[config.mk]
export PLATFORM = sky130hd
export DESIGN_NAME = mem_access_unit
export DESIGN_NICKNAME = d
export VERILOG_FILES = /design/src/rtl/mem_access_pkg.sv /design/src/rtl/mem_load_extend.sv /design/src/rtl/mem_access_unit.sv
export SDC_FILE = /design/constraint.sdc
export NUM_CORES = 1
export LEC_CHECK = 0
export ABC_CLOCK_PERIOD_IN_PS = 1700
export CELL_PAD_IN_SITES_DETAIL_PLACEMENT = 2
export CELL_PAD_IN_SITES_GLOBAL_PLACEMENT = 2
export CORE_UTILIZATION = 34
export CTS_CLUSTER_SIZE = 12
export DETAILED_ROUTE_END_ITERATION = 16
export DONT_BUFFER_PORTS = 1
export PLACE_DENSITY_LB_ADDON = 0.1
export SETUP_SLACK_MARGIN = 0.15
export SYNTH_ARGS = -nofsm -noshare
export SYNTH_HDL_FRONTEND = slang
export SYNTH_HIERARCHICAL = 1
export SYNTH_SLANG_ARGS = --single-unit
[constraint.sdc]
create_clock -name Clock -period 1.7 [get_ports Clock]
set_input_delay 0.17 -clock Clock [delete_from_list [all_inputs] [get_ports Clock]]
set_output_delay 0.17 -clock Clock [all_outputs]
set_load 0.01 [all_outputs]
[src/rtl/mem_access_pkg.sv]
// rtl/mem_access_pkg.sv - shared types and helpers for the MEM-stage load/store unit
package mem_access_pkg;

  typedef enum logic [2:0] {
    MF_BS = 3'b000,
    MF_HS = 3'b001,
    MF_W  = 3'b010,
    MF_BU = 3'b100,
    MF_HU = 3'b101
  } memfunc_t;

  typedef enum logic {
    IDLE = 1'b0,
    BUSY = 1'b1
  } state_t;

  localparam logic [3:0] BE_BYTE    = 4'b0001;
  localparam logic [3:0] BE_HALF_LO = 4'b0011;
  localparam logic [3:0] BE_HALF_HI = 4'b1100;
  localparam logic [3:0] BE_WORD    = 4'b1111;

  localparam logic [1:0] SZ_BYTE = 2'd0;
  localparam logic [1:0] SZ_HALF = 2'd1;
  localparam logic [1:0] SZ_WORD = 2'd2;

  typedef struct packed {
    logic       is_store;
    logic [2:0] memfunc;
    logic [1:0] lane;
    logic       reg_write;
    logic       mem_to_reg;
    logic [4:0] raddr;
  } txn_t;

  // Low two memfunc bits give the access size for loads and stores alike.
  function automatic logic [1:0] access_size(input logic [2:0] mf);
    case (mf[1:0])
      2'b00:   return SZ_BYTE;
      2'b01:   return SZ_HALF;
      default: return SZ_WORD;
    endcase
  endfunction

  function automatic logic is_misaligned(input logic [2:0] mf, input logic [1:0] low);
    case (access_size(mf))
      SZ_BYTE: return 1'b0;
      SZ_HALF: return low[0];
      default: return |low;
    endcase
  endfunction

endpackage

[src/rtl/mem_load_extend.sv]
// rtl/mem_load_extend.sv - lane select and sign/zero extension of load data
module mem_load_extend
  import mem_access_pkg::*;
(
  input  logic [31:0] rdata,
  input  logic [1:0]  lane,
  input  logic [2:0]  memfunc,
  output logic [31:0] data
);

  logic [7:0]  byte_sel;
  logic [15:0] half_sel;

  always_comb begin
    byte_sel = rdata[{lane, 3'b000} +: 8];
    half_sel = lane[1] ? rdata[31:16] : rdata[15:0];
    data     = rdata;
    case (memfunc)
      MF_BS:   data = {{24{byte_sel[7]}}, byte_sel};
      MF_BU:   data = {24'h0, byte_sel};
      MF_HS:   data = {{16{half_sel[15]}}, half_sel};
      MF_HU:   data = {16'h0, half_sel};
      default: data = rdata;
    endcase
  end

endmodule

[src/rtl/mem_access_unit.sv]
// rtl/mem_access_unit.sv - MEM-stage load/store unit with a single outstanding req/ack transaction
// Optional misalignment trap and AddrErr port: define MEM_ALIGN_CHECK_EN.
module mem_access_unit
  import mem_access_pkg::*;
#(
  parameter int ADDR_W = 32
)
(
  input  logic              Clock,
  input  logic              nReset,
  input  logic              RegWriteIn,
  input  logic              MemReadIn,
  input  logic              MemtoRegIn,
  input  logic              MemWriteIn,
  input  logic [2:0]        MemfuncIn,
  input  logic [ADDR_W-1:0] AddrIn,
  input  logic [31:0]       RtDataIn,
  input  logic [4:0]        RAddrIn,
  output logic              Stall,
  output logic              MemReq,
  output logic              MemWe,
  output logic [ADDR_W-1:0] MemAddr,
  output logic [3:0]        MemBe,
  output logic [31:0]       MemWData,
  input  logic [31:0]       MemRData,
  input  logic              MemAck,
  output logic              RegWriteOut,
  output logic              MemtoRegOut,
  output logic [4:0]        RAddrOut,
  output logic [31:0]       ResultOut
`ifdef MEM_ALIGN_CHECK_EN
  ,
  output logic              AddrErr
`endif
);

  state_t            state_q, state_d;
  txn_t              txn_q, txn_d;
  logic [ADDR_W-1:0] addr_q, addr_d;

  logic              mem_req_q, mem_req_d;
  logic              mem_we_q, mem_we_d;
  logic [ADDR_W-1:0] mem_addr_q, mem_addr_d;
  logic [3:0]        mem_be_q, mem_be_d;
  logic [31:0]       mem_wdata_q, mem_wdata_d;
  logic              reg_write_out_q, reg_write_out_d;
  logic              mem_to_reg_out_q, mem_to_reg_out_d;
  logic [4:0]        raddr_out_q, raddr_out_d;
  logic [31:0]       result_q, result_d;
`ifdef MEM_ALIGN_CHECK_EN
  logic              addr_err_q, addr_err_d;
`endif

  logic        mem_op;
  logic        align_err;
  logic [3:0]  be_new;
  logic [31:0] wdata_new;
  logic [31:0] load_data;

  assign mem_op = MemReadIn | MemWriteIn;

`ifdef MEM_ALIGN_CHECK_EN
  assign align_err = mem_op & is_misaligned(MemfuncIn, AddrIn[1:0]);
`else
  assign align_err = 1'b0;
`endif

  always_comb begin
    be_new    = BE_WORD;
    wdata_new = RtDataIn;
    case (access_size(MemfuncIn))
      SZ_BYTE: begin
        be_new    = BE_BYTE << AddrIn[1:0];
        wdata_new = {4{RtDataIn[7:0]}};
      end
      SZ_HALF: begin
        be_new    = AddrIn[1] ? BE_HALF_HI : BE_HALF_LO;
        wdata_new = {2{RtDataIn[15:0]}};
      end
      default: begin
        be_new    = BE_WORD;
        wdata_new = RtDataIn;
      end
    endcase
  end

  mem_load_extend u_load_extend (
    .rdata   (MemRData),
    .lane    (txn_q.lane),
    .memfunc (txn_q.memfunc),
    .data    (load_data)
  );

  // Stall releases in the ack cycle so upstream advances alongside the writeback.
  assign Stall = (state_q == IDLE) ? (mem_op & ~align_err) : ~MemAck;

  always_comb begin
    state_d          = state_q;
    txn_d            = txn_q;
    addr_d           = addr_q;
    mem_req_d        = mem_req_q;
    mem_we_d         = mem_we_q;
    mem_addr_d       = mem_addr_q;
    mem_be_d         = mem_be_q;
    mem_wdata_d      = mem_wdata_q;
    reg_write_out_d  = reg_write_out_q;
    mem_to_reg_out_d = mem_to_reg_out_q;
    raddr_out_d      = raddr_out_q;
    result_d         = result_q;
`ifdef MEM_ALIGN_CHECK_EN
    addr_err_d       = 1'b0;
`endif
    case (state_q)
      IDLE: begin
        if (mem_op && !align_err) begin
          state_d          = BUSY;
          txn_d.is_store   = MemWriteIn;
          txn_d.memfunc    = MemfuncIn;
          txn_d.lane       = AddrIn[1:0];
          txn_d.reg_write  = RegWriteIn;
          txn_d.mem_to_reg = MemtoRegIn;
          txn_d.raddr      = RAddrIn;
          addr_d           = AddrIn;
          mem_req_d        = 1'b1;
          mem_we_d         = MemWriteIn;
          mem_addr_d       = {AddrIn[ADDR_W-1:2], 2'b00};
          mem_be_d         = be_new;
          mem_wdata_d      = wdata_new;
          reg_write_out_d  = 1'b0;
        end else if (align_err) begin
          reg_write_out_d  = 1'b0;
`ifdef MEM_ALIGN_CHECK_EN
          addr_err_d       = 1'b1;
`endif
        end else begin
          reg_write_out_d  = RegWriteIn;
          mem_to_reg_out_d = MemtoRegIn;
          raddr_out_d      = RAddrIn;
          result_d         = 32'(AddrIn);
        end
      end
      BUSY: begin
        if (MemAck) begin
          state_d          = IDLE;
          mem_req_d        = 1'b0;
          reg_write_out_d  = txn_q.reg_write;
          mem_to_reg_out_d = txn_q.mem_to_reg;
          raddr_out_d      = txn_q.raddr;
          result_d         = txn_q.is_store ? 32'(addr_q) : load_data;
        end else begin
          reg_write_out_d  = 1'b0;
        end
      end
      default: state_d = IDLE;
    endcase
  end

  always_ff @(posedge Clock) begin
    if (!nReset) begin
      state_q          <= IDLE;
      txn_q            <= '0;
      addr_q           <= '0;
      mem_req_q        <= 1'b0;
      mem_we_q         <= 1'b0;
      mem_addr_q       <= '0;
      mem_be_q         <= '0;
      mem_wdata_q      <= '0;
      reg_write_out_q  <= 1'b0;
      mem_to_reg_out_q <= 1'b0;
      raddr_out_q      <= '0;
      result_q         <= '0;
`ifdef MEM_ALIGN_CHECK_EN
      addr_err_q       <= 1'b0;
`endif
    end else begin
      state_q          <= state_d;
      txn_q            <= txn_d;
      addr_q           <= addr_d;
      mem_req_q        <= mem_req_d;
      mem_we_q         <= mem_we_d;
      mem_addr_q       <= mem_addr_d;
      mem_be_q         <= mem_be_d;
      mem_wdata_q      <= mem_wdata_d;
      reg_write_out_q  <= reg_write_out_d;
      mem_to_reg_out_q <= mem_to_reg_out_d;
      raddr_out_q      <= raddr_out_d;
      result_q         <= result_d;
`ifdef MEM_ALIGN_CHECK_EN
      addr_err_q       <= addr_err_d;
`endif
    end
  end

  assign MemReq      = mem_req_q;
  assign MemWe       = mem_we_q;
  assign MemAddr     = mem_addr_q;
  assign MemBe       = mem_be_q;
  assign MemWData    = mem_wdata_q;
  assign RegWriteOut = reg_write_out_q;
  assign MemtoRegOut = mem_to_reg_out_q;
  assign RAddrOut    = raddr_out_q;
  assign ResultOut   = result_q;
`ifdef MEM_ALIGN_CHECK_EN
  assign AddrErr     = addr_err_q;
`endif

endmodule

# [After elaboration in Yosys (flattened, before gate mapping)]
# Index checks and enable logic that the tools add are counted.
[totals] reg_bits=152 input_bits=111 out_inout_bits=110 wordCells=61
[classes] eq_ne=8 shift=2 mux=26 bitwise=3 reduce_logical=6
[op_table] operator="$pmux W32 S2" n=2
[op_table] operator="$pmux W32 S4" n=1
[op_table] operator="$mux W32" n=3
[op_table] operator="$shiftx A32 B6 Y8" n=1
[op_table] operator="$mux W16" n=1
[op_table] operator="$mux W5" n=2
[op_table] operator="$pmux W5 S2" n=1
[op_table] operator="$mux W1" n=9
[op_table] operator="$pmux W1 S2" n=4
[op_table] operator="$pmux W4 S2" n=1
[op_table] operator="$eq A3 B3 Y1 const B" n=2
[op_table] operator="$ne A2 B2 Y1 const B" n=3
[op_table] operator="$reduce_and A2 Y1" n=3
[op_table] operator="$eq A2 B1 Y1 const B" n=2
[op_table] operator="$logic_not A2 Y1" n=2
[op_table] operator="$mux W4" n=1
[op_table] operator="$pmux W2 S2" n=1
[op_table] operator="$shl A1 B2 Y4 const A" n=1
[op_table] operator="$eq A3 B1 Y1 const B" n=1
[op_table] operator="$logic_not A3 Y1" n=1
[op_table] operator="$not A1 Y1" n=2
[op_table] operator="$or A1 B1 Y1" n=1

# [Depth between registers and ports, before layout]
# Gate-level depths: netlist of run 1.
[depth] depth_word=5 ltp_mapped=8 depth_no_buf=6

# [Modules after synthesis]
# The synthesis of run 1 kept the hierarchy.
[by_module_without_submodules] mod="mem_access_unit" n_inst=1 cells_per_inst=618 area_per_inst_um2=5719.2
[by_module_without_submodules] mod="mem_load_extend" n_inst=1 cells_per_inst=96 area_per_inst_um2=845.8

# [Worst setup path before layout of run 1]
# OpenSTA, ideal clock, no wires.
[synth_timing] path_type="register to register" start="register txn_q[7] (netlist name)" end="register result_q[3] (netlist: ResultOut[3])" setup_time_ns=0.118 t_arrival_ns=1.726 t_required_ns=1.582 slack_ns=-0.144 path_stages_with_launch=7 path_buffers=0 period_less_slack_ns=1.844 cell_sequence="dfxtp_1 mux2_2 a22o_1 a221o_1 mux2_2 o221ai_2 nor2_1"
[synth_between] elab_chain_cells=5
[synth_rtl] item="start: declaration" line="mem_access_unit.sv:38" rtl="txn_t txn_q, txn_d;"
[synth_rtl] item="start signal: assignment" line="mem_access_unit.sv:177" rtl="txn_q <= txn_d;"
[synth_rtl] item="$shiftx A32 B6 Y8" line="mem_load_extend.sv:15" rtl="byte_sel = rdata[{lane, 3'b000} +: 8];"
[synth_rtl] item="$pmux W32 S4" line="mem_load_extend.sv:18" rtl="case (memfunc)"
[synth_rtl] item="via load_data[3]" line="mem_access_unit.sv:58" rtl="logic [31:0] load_data;"
[synth_rtl] item="$mux W32" line="mem_access_unit.sv:149" rtl="result_d = txn_q.is_store ? 32'(addr_q) : load_data;"
[synth_rtl] item="$mux W32" line="mem_access_unit.sv:143" rtl="if (MemAck) begin"
[synth_rtl] item="$pmux W32 S2" line="mem_access_unit.sv:113" rtl="case (state_q)"
[synth_rtl] item="end signal: assignment" line="mem_access_unit.sv:187" rtl="result_q <= result_d;"
[synth_rtl] item="end: declaration" line="mem_access_unit.sv:49" rtl="logic [31:0] result_q, result_d;"
# The timed path passes the listed nets, and every way through them passes these cells. The select of a mux whose other input is x is not followed.
# A chain may end at the register's enable or synchronous reset.

# [Worst setup path after layout of run 1]
[layout_timing] start="register txn_q[7] (netlist name)" end="register result_q[17] (netlist: ResultOut[17])"
# Same word-level chain as after synthesis.

==> results of run 1 <==
==> power by group through the flow <==
stage	logic (uW)	registers, uW	clock network (uW)
after global routing	2010	3420	3960
final	1860	3390	3750
after CTS	1740	3390	3850
after global placement	1470	3440	0
after floorplan	1290	3330	0
after detailed placement	1530	3450	0
==> metal layers <==
metal | wire, um | up-vias | global-route usage | share of wire
li1 | - | 2601 | - | -
met1 | 10100 | 2854 | 0.2790 | 0.41
met2 | 12360 | 166 | 0.4341 | 0.50
met3 | 1754 | 25 | 0.08220 | 0.071
met4 | 449 | 0 | 0.08867 | 0.018
met5 | 0 | - | 0 | 0
==> timing repair <==
action	in CTS	in global routing
setup endpoints to repair	33	33
cloned	0	1
endpoints found under the hold margin	120	119
hold buffers	45	2
pin swaps	14	18
resized for setup	37	19
buffers inserted	4	5
==> cells in the mapped netlist, types with 3 or more instances <==
cell	number
a211oi_1	5
a21boi_0	49
a21oi_1	16
a221o_1	6
a22oi_1	5
a2bb2oi_1	6
a2bb2oi_2	14
a31oi_1	9
and3_1	3
buf_2	29
buf_4	42
buf_6	9
clkbuf_1	18
dfxtp_1	120
mux2_2	36
mux2i_1	26
nand2_1	117
nand2b_1	3
nand3_1	5
nor2_1	36
nor2b_1	18
nor3_1	32
o211a_1	8
o211ai_1	4
o21a_1	3
o21ai_0	30
o221ai_1	7
o221ai_2	29
o311a_1	6
==> state kept, by name, indices dropped and copies added (netlist names) <==
| name | cells |
|---|---|
| MemBe | 4 |
| ResultOut | 32 |
| MemReq | 1 |
| RegWriteOut | 1 |
| state_q | 1 |
| MemWData | 32 |
| MemtoRegOut | 1 |
| RAddrOut | 5 |
| txn_q | 11 |
| MemWe | 1 |
| addr_q | 31 |
==> how the worst min path moves through the flow <==
stage | endpoint | slack (ps) | depth (start not counted)
after global routing | RAddrOut[1]$_SDFFE_PN0N_ | -140 | 1
after floorplan | txn_q[7]$_SDFFE_PN0P_ | 300 | 2
after global placement | ResultOut[30]$_SDFFE_PN0N_ | 300 | 2
after CTS | MemtoRegOut$_SDFFE_PN0N_ | -140 | 1
after detailed placement | ResultOut[25]$_SDFFE_PN0N_ | 310 | 2
final | RAddrOut[1]$_SDFFE_PN0N_ | -120 | 1
==> stage by stage <==
step | setup TNS [ps] | std cells | util | instance area (um2)
after floorplan | -37.41 | 715 | - | 6651
after global placement | -3502 | 924 | 0.3636 | 6847
after detailed placement | -4968 | 924 | 0.3636 | 6847
after CTS | -4026 | 1004 | 0.4293 | 8084
after global routing | -8204 | 1012 | 0.4403 | 8290
final | -6094 | 1012 | 0.4403 | 8290
==> final cells by class <==
cell class | instances | area share
Inverter | 3 | 0.001811
Timing Repair Buffer | 104 | 0.1357
Sequential cell | 120 | 0.2916
Clock buffer | 20 | 0.05509
Clock inverter | 11 | 0.01781
Tap cell | 260 | 0.03924
Multi-Input combinational cell | 494 | 0.4588
==> cell families after synthesis <==
family / after synthesis / share of synthesized area
DFF: 120 / 0.3659
muxes: 63 / 0.1037
AOI/OAI and AO/OA: 208 / 0.2838
and+or+nand+nor: 221 / 0.1485
other: 1 / 0.0005712
buffers and inverters: 101 / 0.09758
==> flow_metrics.env, run 1 <==
export IMPL_final_cell_mix="nand2_1 (116), dfxtp_1 (114), a21boi_0 (48)"
export IMPL_fp_dieH_um=141.0
export IMPL_rsz0062_at_grt="true"
export IMPL_clkPwrFrac=0.417
export IMPL_period_share=1.160
export IMPL_final_antenna_net_count=0
export IMPL_fin_skew_ps=10.64
export IMPL_slowest_stage="dfxtp_4"
export IMPL_first_global_vias=6269
export IMPL_grt_pass1_wl_mm=37.00
export IMPL_clkSlewWorstSetupHoldPaths_ps=60
export IMPL_critPathBufInv=2
export IMPL_cp_num_cells=8
export IMPL_drc=0
export IMPL_antenna_found_initial=0
export IMPL_ys_ff_latch=120
export IMPL_port_buffers=0
export IMPL_avgSynthCellArea_um2=9.195
export IMPL_r2r_start="txn_q[7]$_SDFFE_PN0P_"
export IMPL_nets=851
export IMPL_arrival_ps=2270
export IMPL_r2r_end="ResultOut[17]$_SDFFE_PN0N_"
export IMPL_critPathMaxFanout=6
export IMPL_relSlewSlack=0.6240
export IMPL_netlist_top_cells_area="dfxtp_1 (37%), nand2_1 (6.7%), o221ai_2 (6.6%), mux2_2 (6.2%), a21boi_0 (5.6%)"
export IMPL_root_buffer="clkbuf_16"
export IMPL_final_hold_viol_count=63
export IMPL_p_leak_uw=0.003163
export IMPL_core_area_um2=18830
export IMPL_period_minus_slack_ps=1971
export IMPL_p_int_uw=6413
export IMPL_drv_slew=0
export IMPL_tightest_slew_ps=562.5
export IMPL_critPathLaunch="txn_q[7]$_SDFFE_PN0P_"
export IMPL_routed_via_count=5646
export IMPL_synth_edf_count=0
export IMPL_cts_buffer_depth=2
export IMPL_synth_seq_area_share=0.3659
export IMPL_area_growth_syn_to_layout_pct=26.28
export IMPL_routabilityCongestion=0.8620
export IMPL_multi_input_area_um2=3804
export IMPL_async_flop_share=0
export IMPL_setup_viol=32
export IMPL_crit_family="multiplexers"
export IMPL_die_area_um2=19870
export IMPL_io_pins=221
export IMPL_critPathLaunchType="flip-flop"
export IMPL_cts_htree_levels=4
export IMPL_power_frac_seq=0.377
export IMPL_synth_area_leader_cell="dfxtp_1"
export IMPL_power_uw=8993
export IMPL_synth_cell_types=48
export IMPL_n_fill_cell=1958
export IMPL_worstHoldStart="nReset"
export IMPL_dieWidth_um=141.0
export IMPL_synth_area_um2=6565
export IMPL_power_frac_comb=0.207
export IMPL_grt_use_total=0.2475
export IMPL_clock_sinks=120
export IMPL_routed_wl_mm=24.67
export IMPL_hold_ws_ps=-116.1
export IMPL_grt_max_degree=125
export IMPL_initial_utilization=0.3486
export IMPL_required_ps=2000
export IMPL_ir_worst_vdd_mv=0.6733
export IMPL_power_density_nw_per_um2=1085
export IMPL_sw_frac_of_total=0.2869
export IMPL_hp_class="input port to flip-flop"
export IMPL_cts_tree="yes"
export IMPL_gr_total_overflow=0
export IMPL_cts_buffers=17
export IMPL_max_freq_mhz=507.2
export IMPL_place_ws_ps=-217.7
export IMPL_n_antenna_cell=0
export IMPL_fin_ws_ps=-271.5
export IMPL_layout_commonest_cell="nand2_1"
export IMPL_drt_iter0_drc=188
export IMPL_ff2ff_setup_slack_ps=-270
export IMPL_reg2reg_depth=8
export IMPL_path_cells="mux2_4 -> a22oi_4 -> buf_12 -> clkbuf_16 -> a2bb2oi_1 -> mux2_2 -> o221ai_2 -> nor2_1"
export IMPL_vias_per_cell=5.579
export IMPL_violations="hold timing, setup timing"
export IMPL_synth_top_area_frac=0.3659
export IMPL_fp_row_count=50
export IMPL_ys_flop_type="dfxtp_1"
export IMPL_synth_warnings=6
export IMPL_wl_per_cell_um=24.37
export IMPL_end_kind="flip-flop"
export IMPL_first_pass_iters=4
export IMPL_dp_hpwl_mm=16.48
export IMPL_cap_violations=0
export IMPL_outcome="finished with violations"
export IMPL_critPathMaxStageDelay_ps=390
export IMPL_clkLatencyLatePin_ps=420
export IMPL_switching_power_uw=2580
export IMPL_ff_latch_area_um2=2417
export IMPL_crit_path_end="ResultOut[17]$_SDFFE_PN0N_"
export IMPL_path_class="flip-flop to flip-flop"
export IMPL_layout_drive_gt1_share=0.2699
export IMPL_synth_cells=714
Power figures use the tool's default switching activity.
==> run 2, diff against run 1 <==
--- a/config.mk
+++ b/config.mk
@@ -12,7 +12,7 @@
 export CTS_CLUSTER_SIZE = 12
 export DETAILED_ROUTE_END_ITERATION = 16
 export DONT_BUFFER_PORTS = 1
-export PLACE_DENSITY_LB_ADDON = 0.1
+export PLACE_DENSITY = 0.88
 export SETUP_SLACK_MARGIN = 0.15
 export SYNTH_ARGS = -nofsm -noshare
 export SYNTH_HDL_FRONTEND = slang
==> flow_metrics.env, run 2 (synthesis gave the netlist of run 1 again) <==
export IMPL_outcome="finished with violations"
export IMPL_violations="hold timing, setup timing"
export IMPL_critPathMaxFanout=5
export IMPL_hold_ws_ps=-127.2
export IMPL_ir_worst_vdd_mv=0.7707
export IMPL_first_global_vias=6714
export IMPL_placed_cell_area_um2=6787
export IMPL_ff2ff_setup_slack_ps=-350
export IMPL_multi_input_area_um2=3855
export IMPL_critPathMaxStageDelay_ps=390
export IMPL_worstHoldStart="nReset"
export IMPL_root_buffer="clkbuf_16"
export IMPL_drv_slew=0
export IMPL_layout_drive_gt1_share=0.2963
export IMPL_crit_family="multiplexers"
export IMPL_nets=864
export IMPL_core_area_um2=18830
export IMPL_area_growth_syn_to_layout_pct=31.37
export IMPL_final_antenna_net_count=0
export IMPL_hp_class="input port to flip-flop"
export IMPL_critPathLaunchType="flip-flop"
export IMPL_period_minus_slack_ps=2053
export IMPL_r2r_end="ResultOut[22]$_SDFFE_PN0N_"
export IMPL_r2r_start="txn_q[7]$_SDFFE_PN0P_"
export IMPL_dp_hpwl_mm=17.36
export IMPL_grt_use_total=0.2902
export IMPL_clkSlewWorstSetupHoldPaths_ps=70
export IMPL_min_to="RAddrOut[1]$_SDFFE_PN0N_"
export IMPL_power_uw=9779
export IMPL_period_share=1.208
export IMPL_final_cell_mix="nand2_1 (116), dfxtp_1 (114), a21boi_0 (48)"
export IMPL_layout_commonest_cell="nand2_1"
export IMPL_max_freq_mhz=487.1
export IMPL_gr_total_overflow=0
export IMPL_critPathBufInv=3
export IMPL_relSlewSlack=0.6276
export IMPL_initial_utilization=0.3486
export IMPL_vias_per_cell=5.980
export IMPL_n_fill_cell=1943
export IMPL_path_cells="mux2_4 -> a22oi_4 -> buf_12 -> buf_12 -> buf_16 -> a2bb2oi_4 -> mux2_4 -> o221ai_2 -> nor2_1"
export IMPL_p_leak_uw=0.003336
export IMPL_cap_violations=0
export IMPL_grt_max_degree=125
export IMPL_min_path_cells=1
export IMPL_drc=0
export IMPL_routabilityCongestion=0.9278
export IMPL_end_kind="flip-flop"
export IMPL_clkLatencyLatePin_ps=430
export IMPL_dieWidth_um=141.0
export IMPL_fin_area_um2=8625
export IMPL_die_area_um2=19870
export IMPL_ff_latch_area_um2=2420
export IMPL_arrival_ps=2360
export IMPL_path_class="flip-flop to flip-flop"
export IMPL_power_density_nw_per_um2=1134
export IMPL_setup_viol=32
export IMPL_io_pins=221
export IMPL_rsz0062_at_grt="true"
export IMPL_cts_htree_levels=4
export IMPL_wl_per_cell_um=29.79
export IMPL_slowest_stage="dfxtp_4"
export IMPL_reg2reg_depth=9
export IMPL_fin_ws_ps=-352.9
export IMPL_routed_wl_mm=30.59
export IMPL_fp_dieH_um=141.0
export IMPL_grt_pass1_wl_mm=42.92
export IMPL_fp_row_count=50
export IMPL_required_ps=2000
export IMPL_first_pass_iters=5
export IMPL_cts_buffers=17
export IMPL_tightest_slew_ps=558.0
export IMPL_port_buffers=0
export IMPL_fin_skew_ps=9.711
export IMPL_cts_buffer_depth=2
export IMPL_antenna_found_initial=1
export IMPL_clock_sinks=120
export IMPL_drt_iter0_drc=278
export IMPL_routed_via_count=6141
export IMPL_final_hold_viol_count=115
export IMPL_cts_tree="yes"
[run 2: cell types whose count changed in the layout (fill, tap and decap cells not counted), sizes merged]
cell         delta
buf            +11
inv             +6
clkinv          -4
bufbuf          +2
bufinv          +2
dlygate4sd3     -2
clkbuf          -1
diode           +1
[run 2: layout make-up]
cell class	instances	area share
multi-input cells	494	0.4470
flip-flops and latches	120	0.2806
repair buffers	117	0.1565
clock buffers	17	0.04933
well taps	260	0.03772
clock inverters	15	0.02727
inverters	3	0.001306
diodes	1	0.0002901
[run 2: where the power goes]
group          total (uW)  internal, uW  switching, uW
Clock                4230          2640           1590
Combinational        2150          1080           1070
Sequential           3400          3060            339
[run 2: how the worst max path moves through the flow]
stage          slack [ps]                          to  cells after the start                  start
2_1_floorplan         -10   ResultOut[5]$_SDFFE_PN0N_                      6  txn_q[7]$_SDFFE_PN0P_
3_3_place_gp         -140  ResultOut[15]$_SDFFE_PN0N_                      7  txn_q[7]$_SDFFE_PN0P_
3_5_place_dp         -260  ResultOut[15]$_SDFFE_PN0N_                      7  txn_q[7]$_SDFFE_PN0P_
4_1_cts              -260  ResultOut[25]$_SDFFE_PN0N_                      9  txn_q[7]$_SDFFE_PN0P_
5_1_grt              -390  ResultOut[22]$_SDFFE_PN0N_                      9  txn_q[7]$_SDFFE_PN0P_
6_report             -350  ResultOut[22]$_SDFFE_PN0N_                      9  txn_q[7]$_SDFFE_PN0P_
[run 2: repair_timing]
action,4_1_cts,5_1_grt
gates cloned,4,3
resized for setup,52,18
endpoints found under the setup margin,33,35
buffers inserted,14,12
endpoints found under the hold margin,120,120
pin swaps,16,20
hold buffers,40,5
[run 2: per-layer routing]
layer | global-route usage | wire length [um] | vias to the layer above
met5 | 0 | 0 | -
met4 | 0.1630 | 1597 | 0
met3 | 0.08186 | 1927 | 109
met2 | 0.5088 | 15510 | 285
met1 | 0.3147 | 11560 | 3105
li1 | - | - | 2642
[run 2: metrics by stage]
stage               worst slack [ps]  instances  utilization  hold WS, ps  setup TNS (ps)
global placement              -142.8        916       0.3604        307.1           -1762
finish                        -352.9       1027       0.4580       -127.2           -8164
detailed placement            -256.1        916       0.3604        316.5           -4731
CTS                           -261.2       1006       0.4413       -131.5           -5754
global route                  -387.9       1027       0.4580       -134.5           -9547
floorplan                     -10.06        715            -        303.9          -37.41
